File: config.mk
export PLATFORM = sky130hd
export DESIGN_NAME = memory_stage
export DESIGN_NICKNAME = d
export VERILOG_FILES = /design/src/rtl/memory_stage.sv
export SDC_FILE = /design/constraint.sdc
export NUM_CORES = 1
export LEC_CHECK = 0
export BUFFER_PORTS_ARGS = -buffer_cell sky130_fd_sc_hd__buf_2
export CORE_ASPECT_RATIO = 0.9
export CORE_UTILIZATION = 45
export DETAILED_ROUTE_END_ITERATION = 8
export PLACE_DENSITY_LB_ADDON = 0.15
export SYNTH_ARGS = -nofsm -noshare
export SYNTH_HDL_FRONTEND = slang
export SYNTH_SLANG_ARGS = --single-unit
File: constraint.sdc
create_clock -name clk -period 11.8 [get_ports clk]
set_clock_uncertainty 0.05 [all_clocks]
set_input_delay 0 -clock clk [delete_from_list [all_inputs] [get_ports clk]]
set_output_delay 0 -clock clk [all_outputs]
set_load 0.02 [all_outputs]
File: src/rtl/memory_stage.sv
`default_nettype none
// ============================================================================
// memory_stage : load/store pipeline stage with a start/ready/valid data-memory
//                handshake, byte-lane alignment, load extension and upstream stall.
// Revision    : 1.0
// ============================================================================
module memory_stage #(
    parameter int         ADDR_W   = 32,
    parameter logic [1:0] OP_NONE  = 2'd0,
    parameter logic [1:0] OP_LOAD  = 2'd1,
    parameter logic [1:0] OP_STORE = 2'd2
) (
    input  logic              clk,
    input  logic              rst,
    input  logic              wb_branch_hazard,
    input  logic [31:0]       input_reg_pc,
    input  logic [31:0]       input_alu_out,
    input  logic [31:0]       input_rs2_data,
    input  logic [1:0]        input_mem_op,
    input  logic [2:0]        input_mem_funct,
    input  logic              input_rf_wen,
    input  logic [4:0]        input_wb_addr,
    output logic              mem_cmd_start,
    output logic              mem_cmd_write,
    output logic [ADDR_W-1:0] mem_addr,
    output logic [31:0]       mem_wdata,
    output logic [3:0]        mem_wmask,
    input  logic              mem_cmd_ready,
    input  logic              mem_rdata_valid,
    input  logic [31:0]       mem_rdata,
    output logic              stall_flg,
    output logic [31:0]       output_reg_pc,
    output logic              output_rf_wen,
    output logic [4:0]        output_wb_addr,
    output logic [31:0]       output_wb_data,
    output logic              output_misaligned
);
    localparam logic [1:0] S_IDLE       = 2'd0;
    localparam logic [1:0] S_WAIT_READY = 2'd1;
    localparam logic [1:0] S_WAIT_VALID = 2'd2;

    logic [1:0]  state;
    logic [1:0]  state_nxt;
    logic [31:0] cap_pc;
    logic [31:0] cap_addr;
    logic [31:0] cap_rs2;
    logic [2:0]  cap_funct;
    logic        cap_rf_wen;
    logic [4:0]  cap_wb_addr;
    logic        cap_store;
    logic        kill;

    logic        in_idle;
    logic        live_mem_op;
    logic        misaligned;
    logic        issue;
    logic [31:0] sel_addr;
    logic [31:0] sel_rs2;
    logic [2:0]  sel_funct;
    logic        sel_store;
    logic [1:0]  lane;
    logic        is_byte;
    logic        is_half;
    logic [7:0]  ld_byte;
    logic [15:0] ld_half;
    logic [31:0] ld_data;

    // In IDLE the memory port is driven from the live inputs, otherwise from the captured copy.
    assign in_idle   = (state == S_IDLE);
    assign sel_addr  = in_idle ? input_alu_out   : cap_addr;
    assign sel_rs2   = in_idle ? input_rs2_data  : cap_rs2;
    assign sel_funct = in_idle ? input_mem_funct : cap_funct;
    assign sel_store = in_idle ? (input_mem_op == OP_STORE) : cap_store;

    assign lane        = sel_addr[1:0];
    assign is_byte     = (sel_funct[1:0] == 2'b00);
    assign is_half     = (sel_funct[1:0] == 2'b01);
    assign live_mem_op = (input_mem_op == OP_LOAD) || (input_mem_op == OP_STORE);
    assign misaligned  = (is_half && sel_addr[0]) ||
                         (!is_byte && !is_half && (sel_addr[1:0] != 2'b00));
    assign issue       = in_idle && live_mem_op && !wb_branch_hazard && !misaligned;

    assign mem_addr      = {sel_addr[ADDR_W-1:2], 2'b00};
    assign mem_cmd_write = sel_store;

    always_comb begin
        mem_wdata = sel_rs2;
        mem_wmask = 4'b1111;
        if (is_byte) begin
            mem_wdata = {4{sel_rs2[7:0]}};
            mem_wmask = 4'b0001 << lane;
        end else if (is_half) begin
            mem_wdata = {2{sel_rs2[15:0]}};
            mem_wmask = 4'b0011 << lane;
        end
    end

    assign ld_byte = mem_rdata[{lane, 3'b000} +: 8];
    assign ld_half = mem_rdata[{lane[1], 4'b0000} +: 16];

    always_comb begin
        ld_data = mem_rdata;
        if (is_byte) begin
            ld_data = sel_funct[2] ? {24'd0, ld_byte} : {{24{ld_byte[7]}}, ld_byte};
        end else if (is_half) begin
            ld_data = sel_funct[2] ? {16'd0, ld_half} : {{16{ld_half[15]}}, ld_half};
        end
    end

    always_ff @(posedge clk or posedge rst) begin
        if (rst) begin
            state <= S_IDLE;
        end else begin
            state <= state_nxt;
        end
    end

    always_comb begin
        state_nxt = state;
        case (state)
            S_IDLE: begin
                if (issue) begin
                    if (!mem_cmd_ready) begin
                        state_nxt = S_WAIT_READY;
                    end else if (input_mem_op == OP_LOAD) begin
                        state_nxt = S_WAIT_VALID;
                    end
                end
            end
            S_WAIT_READY: begin
                if (mem_cmd_ready) begin
                    state_nxt = cap_store ? S_IDLE : S_WAIT_VALID;
                end
            end
            S_WAIT_VALID: begin
                if (mem_rdata_valid) begin
                    state_nxt = S_IDLE;
                end
            end
            default: state_nxt = S_IDLE;
        endcase
    end

    // Gated by rst so the request and stall vanish the moment reset asserts.
    always_comb begin
        mem_cmd_start = 1'b0;
        stall_flg     = 1'b0;
        if (!rst) begin
            case (state)
                S_IDLE: begin
                    mem_cmd_start = issue;
                    stall_flg     = issue && !(sel_store && mem_cmd_ready);
                end
                S_WAIT_READY: begin
                    mem_cmd_start = 1'b1;
                    stall_flg     = !(cap_store && mem_cmd_ready);
                end
                S_WAIT_VALID: begin
                    stall_flg = !mem_rdata_valid;
                end
                default: ;
            endcase
        end
    end

    always_ff @(posedge clk or posedge rst) begin
        if (rst) begin
            cap_pc            <= 32'd0;
            cap_addr          <= 32'd0;
            cap_rs2           <= 32'd0;
            cap_funct         <= 3'd0;
            cap_rf_wen        <= 1'b0;
            cap_wb_addr       <= 5'd0;
            cap_store         <= 1'b0;
            kill              <= 1'b0;
            output_reg_pc     <= 32'd0;
            output_rf_wen     <= 1'b0;
            output_wb_addr    <= 5'd0;
            output_wb_data    <= 32'd0;
            output_misaligned <= 1'b0;
        end else begin
            output_rf_wen     <= 1'b0;
            output_misaligned <= 1'b0;
            case (state)
                S_IDLE: begin
                    if (issue) begin
                        cap_pc      <= input_reg_pc;
                        cap_addr    <= input_alu_out;
                        cap_rs2     <= input_rs2_data;
                        cap_funct   <= input_mem_funct;
                        cap_rf_wen  <= input_rf_wen;
                        cap_wb_addr <= input_wb_addr;
                        cap_store   <= (input_mem_op == OP_STORE);
                        kill        <= wb_branch_hazard;
                    end
                    output_reg_pc     <= input_reg_pc;
                    output_wb_addr    <= input_wb_addr;
                    output_wb_data    <= input_alu_out;
                    output_rf_wen     <= input_rf_wen && !wb_branch_hazard && !live_mem_op;
                    output_misaligned <= live_mem_op && !wb_branch_hazard && misaligned;
                end
                S_WAIT_READY: begin
                    kill <= kill | wb_branch_hazard;
                    if (mem_cmd_ready && cap_store) begin
                        output_reg_pc  <= cap_pc;
                        output_wb_addr <= cap_wb_addr;
                    end
                end
                S_WAIT_VALID: begin
                    kill <= kill | wb_branch_hazard;
                    if (mem_rdata_valid) begin
                        output_reg_pc  <= cap_pc;
                        output_wb_addr <= cap_wb_addr;
                        output_wb_data <= ld_data;
                        output_rf_wen  <= cap_rf_wen && !kill && !wb_branch_hazard;
                    end
                end
                default: ;
            endcase
        end
    end
endmodule
`default_nettype wire

==> summary.txt <==
Ys flop type: dfrtp_1
Port-buffer cells: 283
Ys Warns: 0
CP Depth: 8
Initial core utilization: 0.4656
Area grow syn2layout: 38.66%
Final-report setup violation count: 0
Number of CTS-inserted buffers: 17
DP HPWL: 18620 um
Ports: 286
Setup TNS: 0 ps
Clock Path Buffers: 2
Antenna viol nets, final: 0
FP Rows: 49
Slowest cell on crit path: mux2i_1
F_max: 255.8 MHz
Syn Inst Count: 869
Vias in the first global route: 8768
Final worst hold slack: 45.67 ps
Post-cts sizing count: 0
Worst setup path startpoint: state[0]
Buf+Inv Stages, Crit Path: 3
Grt ovf: 0
Core Area: 20230 um2
CP delay by family, top: adder cells
Post-detailed-route wirelength per cell: 18.72 um
Rel. slew slack: 0.1947
NumNets Final: 1414
Clk Latency, worst-skew pair: 430 ps
Post-route design area: 13060 um2
CTS root buf: clkbuf_16
Reg-to-reg startpoint: state[0]
Worst min path class: in -> reg
Setup crit end: mem_wmask[1]
RD Place Congestion: 0.7903
RSZ-0062 raised after global routing: no
Routed wire length: 28650 um
Largest net degree at the start of global routing: 119
Final Power: 3.921 mW
Pwr dens: 300.2 nW/um2
Tmin final: 3910 ps
Cell mode on critical path: inv_1
Sequential share of the synthesized area: 0.4782
Tcrit/Tclk final: 0.3313
CTS Sinks: 180
Data required, critical path: 11750 ps
Die Y: 139.3 um
Post-synth EDFFs: 0
Slew Limit Fails: 0
Asr flop ratio synth: 1.000
Die area: 21510 um2
Startpoint Class: flip-flop
CP Capture Type: output pin
Avg Inst Size Synth: 10.84 um2
Reg2reg end: output_wb_data[15]
Hold Fails Final Rpt: 0
Initial DRC Count: 493
Status: completed
Crit path largest cell delay: 960 ps
Seq cells post-synth: 180
WS Path Type: reg -> out
Htree depth: 4
Fraction of layout cells with a size suffix above 1: 0.3090
Via count of the routed design: 8408
Remaining DRCs: 0
Global Route Usage Sum: 0.2709
Worst Max-Slew Pin Slew: 1202 ps
DP Area: 10960 um2
First-pass GRT wire length: 45930 um
Initial antenna violation count: 1
Critical-path cell list: inv_1, ha_4, mux2i_1, inv_1, ha_1, o21ai_0, nand2_1, buf_2
Die width: 154.5 um
Arr. time, crit path: 3860 ps
Clock Pin Slew Worst Setup and Hold Paths: 70 ps
CTS tree: done
Reg2Reg Depth: 7
Post-layout util: 0.6455
Leak Pwr: 6.099 nW
Vias per inst: 5.492
Critical-path maximum fanout: 53
Flop-to-flop setup slack: 8030 ps
Worst IR Drop VDD: 0.2297 mV
Max-Cap Viols: 0
Yosys cell types: 47
First-pass DRT Iterations: 5
Post-Syn Area: 9419 um2
-- flip-flops by register name, summed over array words and instances (netlist names) --
| register | count |
|---|---|
| cap_rf_wen | 1 |
| output_misaligned | 1 |
| state | 2 |
| cap_pc | 32 |
| cap_wb_addr | 5 |
| cap_addr | 32 |
| cap_store | 1 |
| output_wb_data | 32 |
| output_rf_wen | 1 |
| output_wb_addr | 5 |
| kill | 1 |
| cap_rs2 | 32 |
| cap_funct | 3 |
| output_reg_pc | 32 |
-- Yosys cell counts (3+ instances only) --
cell        n  area, um2
dfrtp_1   180       4504
o21ai_1    48      240.2
mux2_1    108       1216
a21oi_1   106      530.5
nand3_1     6      30.03
o21ai_0     4      20.02
nor3_1      4      20.02
buf_2      22      110.1
mux2_2     45      506.7
a21o_1      6      45.04
a32oi_1     5      43.79
nor2b_1     3      18.77
o22ai_1     7      43.79
ha_1        8      100.1
buf_1       4      15.01
nor2_1     54      202.7
buf_6       3      33.78
o221ai_1   13      113.9
and3_1      5      31.28
inv_1      12      45.04
a21boi_0   10      75.07
a211oi_2    9      112.6
clkbuf_1   36      135.1
buf_4       3      22.52
mux2i_1    63      630.6
a311oi_1    3      26.28
a211oi_1   13      97.59
inv_2       4      15.01
nand2_1    64      240.2
-- logic make-up after synthesis --
group,synth area share
multiplexers,0.2537
AO/OA/AOI/OAI,0.1529
flip-flops,0.4782
other,0.0003981
AND/OR/NAND/NOR,0.06363
buffers and inverters,0.04051
adder cells (fa/ha/maj),0.01063
-- power by group --
part           total (mW)  switching [mW]  internal, mW
Sequential           1.11           0.171         0.939
Clock               0.583           0.276         0.307
Combinational        2.23            1.37         0.859
Total                3.92            1.81          2.11
-- cell usage in the layout (no fill, tap or decap), types with 17 or more instances in the layout --
master / count
o21ai_1: 48
nand2_1: 64
clkbuf_16: 17
dlygate4sd3_1: 149
dfrtp_1: 180
buf_2: 283
nor2_1: 53
mux2i_1: 63
a21oi_1: 105
mux2_2: 45
mux2_1: 108
-- area by class of cell --
| class | count | area (um2) |
|---|---|---|
| fill | 1666 | 7172 |
| multi-input combinational | 605 | 4582 |
| sequential | 180 | 4504 |
| timing repair buffer | 442 | 2983 |
| clock buffer | 18 | 439.2 |
| tap | 255 | 319.1 |
| clock inverter | 14 | 162.7 |
| inverter | 16 | 67.56 |
| antenna | 1 | 2.502 |
-- worst register-to-register path, delay by kind of cell, from the launching register on --
family,cells,cell delay (ps)
mux,2,1630
compound gates,3,780
fa+ha+maj,1,630
flops,1,430
buf+inv,1,140
-- worst min-delay path by stage --
stage | start | to | slack, ps | cells past startpoint
floorplan | wb_branch_hazard | output_rf_wen | 10 | 1
global placement | wb_branch_hazard | output_rf_wen | 150 | 2
detailed placement | wb_branch_hazard | output_rf_wen | 150 | 2
CTS | input_alu_out[1] | cap_addr[1] | 10 | 2
global route | input_alu_out[1] | cap_addr[1] | 50 | 2
finish | input_alu_out[1] | cap_addr[1] | 50 | 2
-- per-stage QoR --
stage | worst slack (ps) | std cells
after floorplan | 6863 | 870
after global placement | 8216 | 1349
after detailed placement | 8062 | 1349
after CTS | 7929 | 1530
after global routing | 7590 | 1531
final | 7890 | 1531
-- routing by layer --
layer	GRT usage	routed length, um
met2	0.4468	13590
met4	0.09745	711
met3	0.06478	1767
met1	0.3476	12590
met5	0	0
-- what timing repair did --
item | 4_1_cts | 5_1_grt
setup buffers | 0 | 0
endpoints found under the hold margin | 295 | 0
hold buffers | 149 | 0
Note: power is estimated with default switching activity, not from simulation.
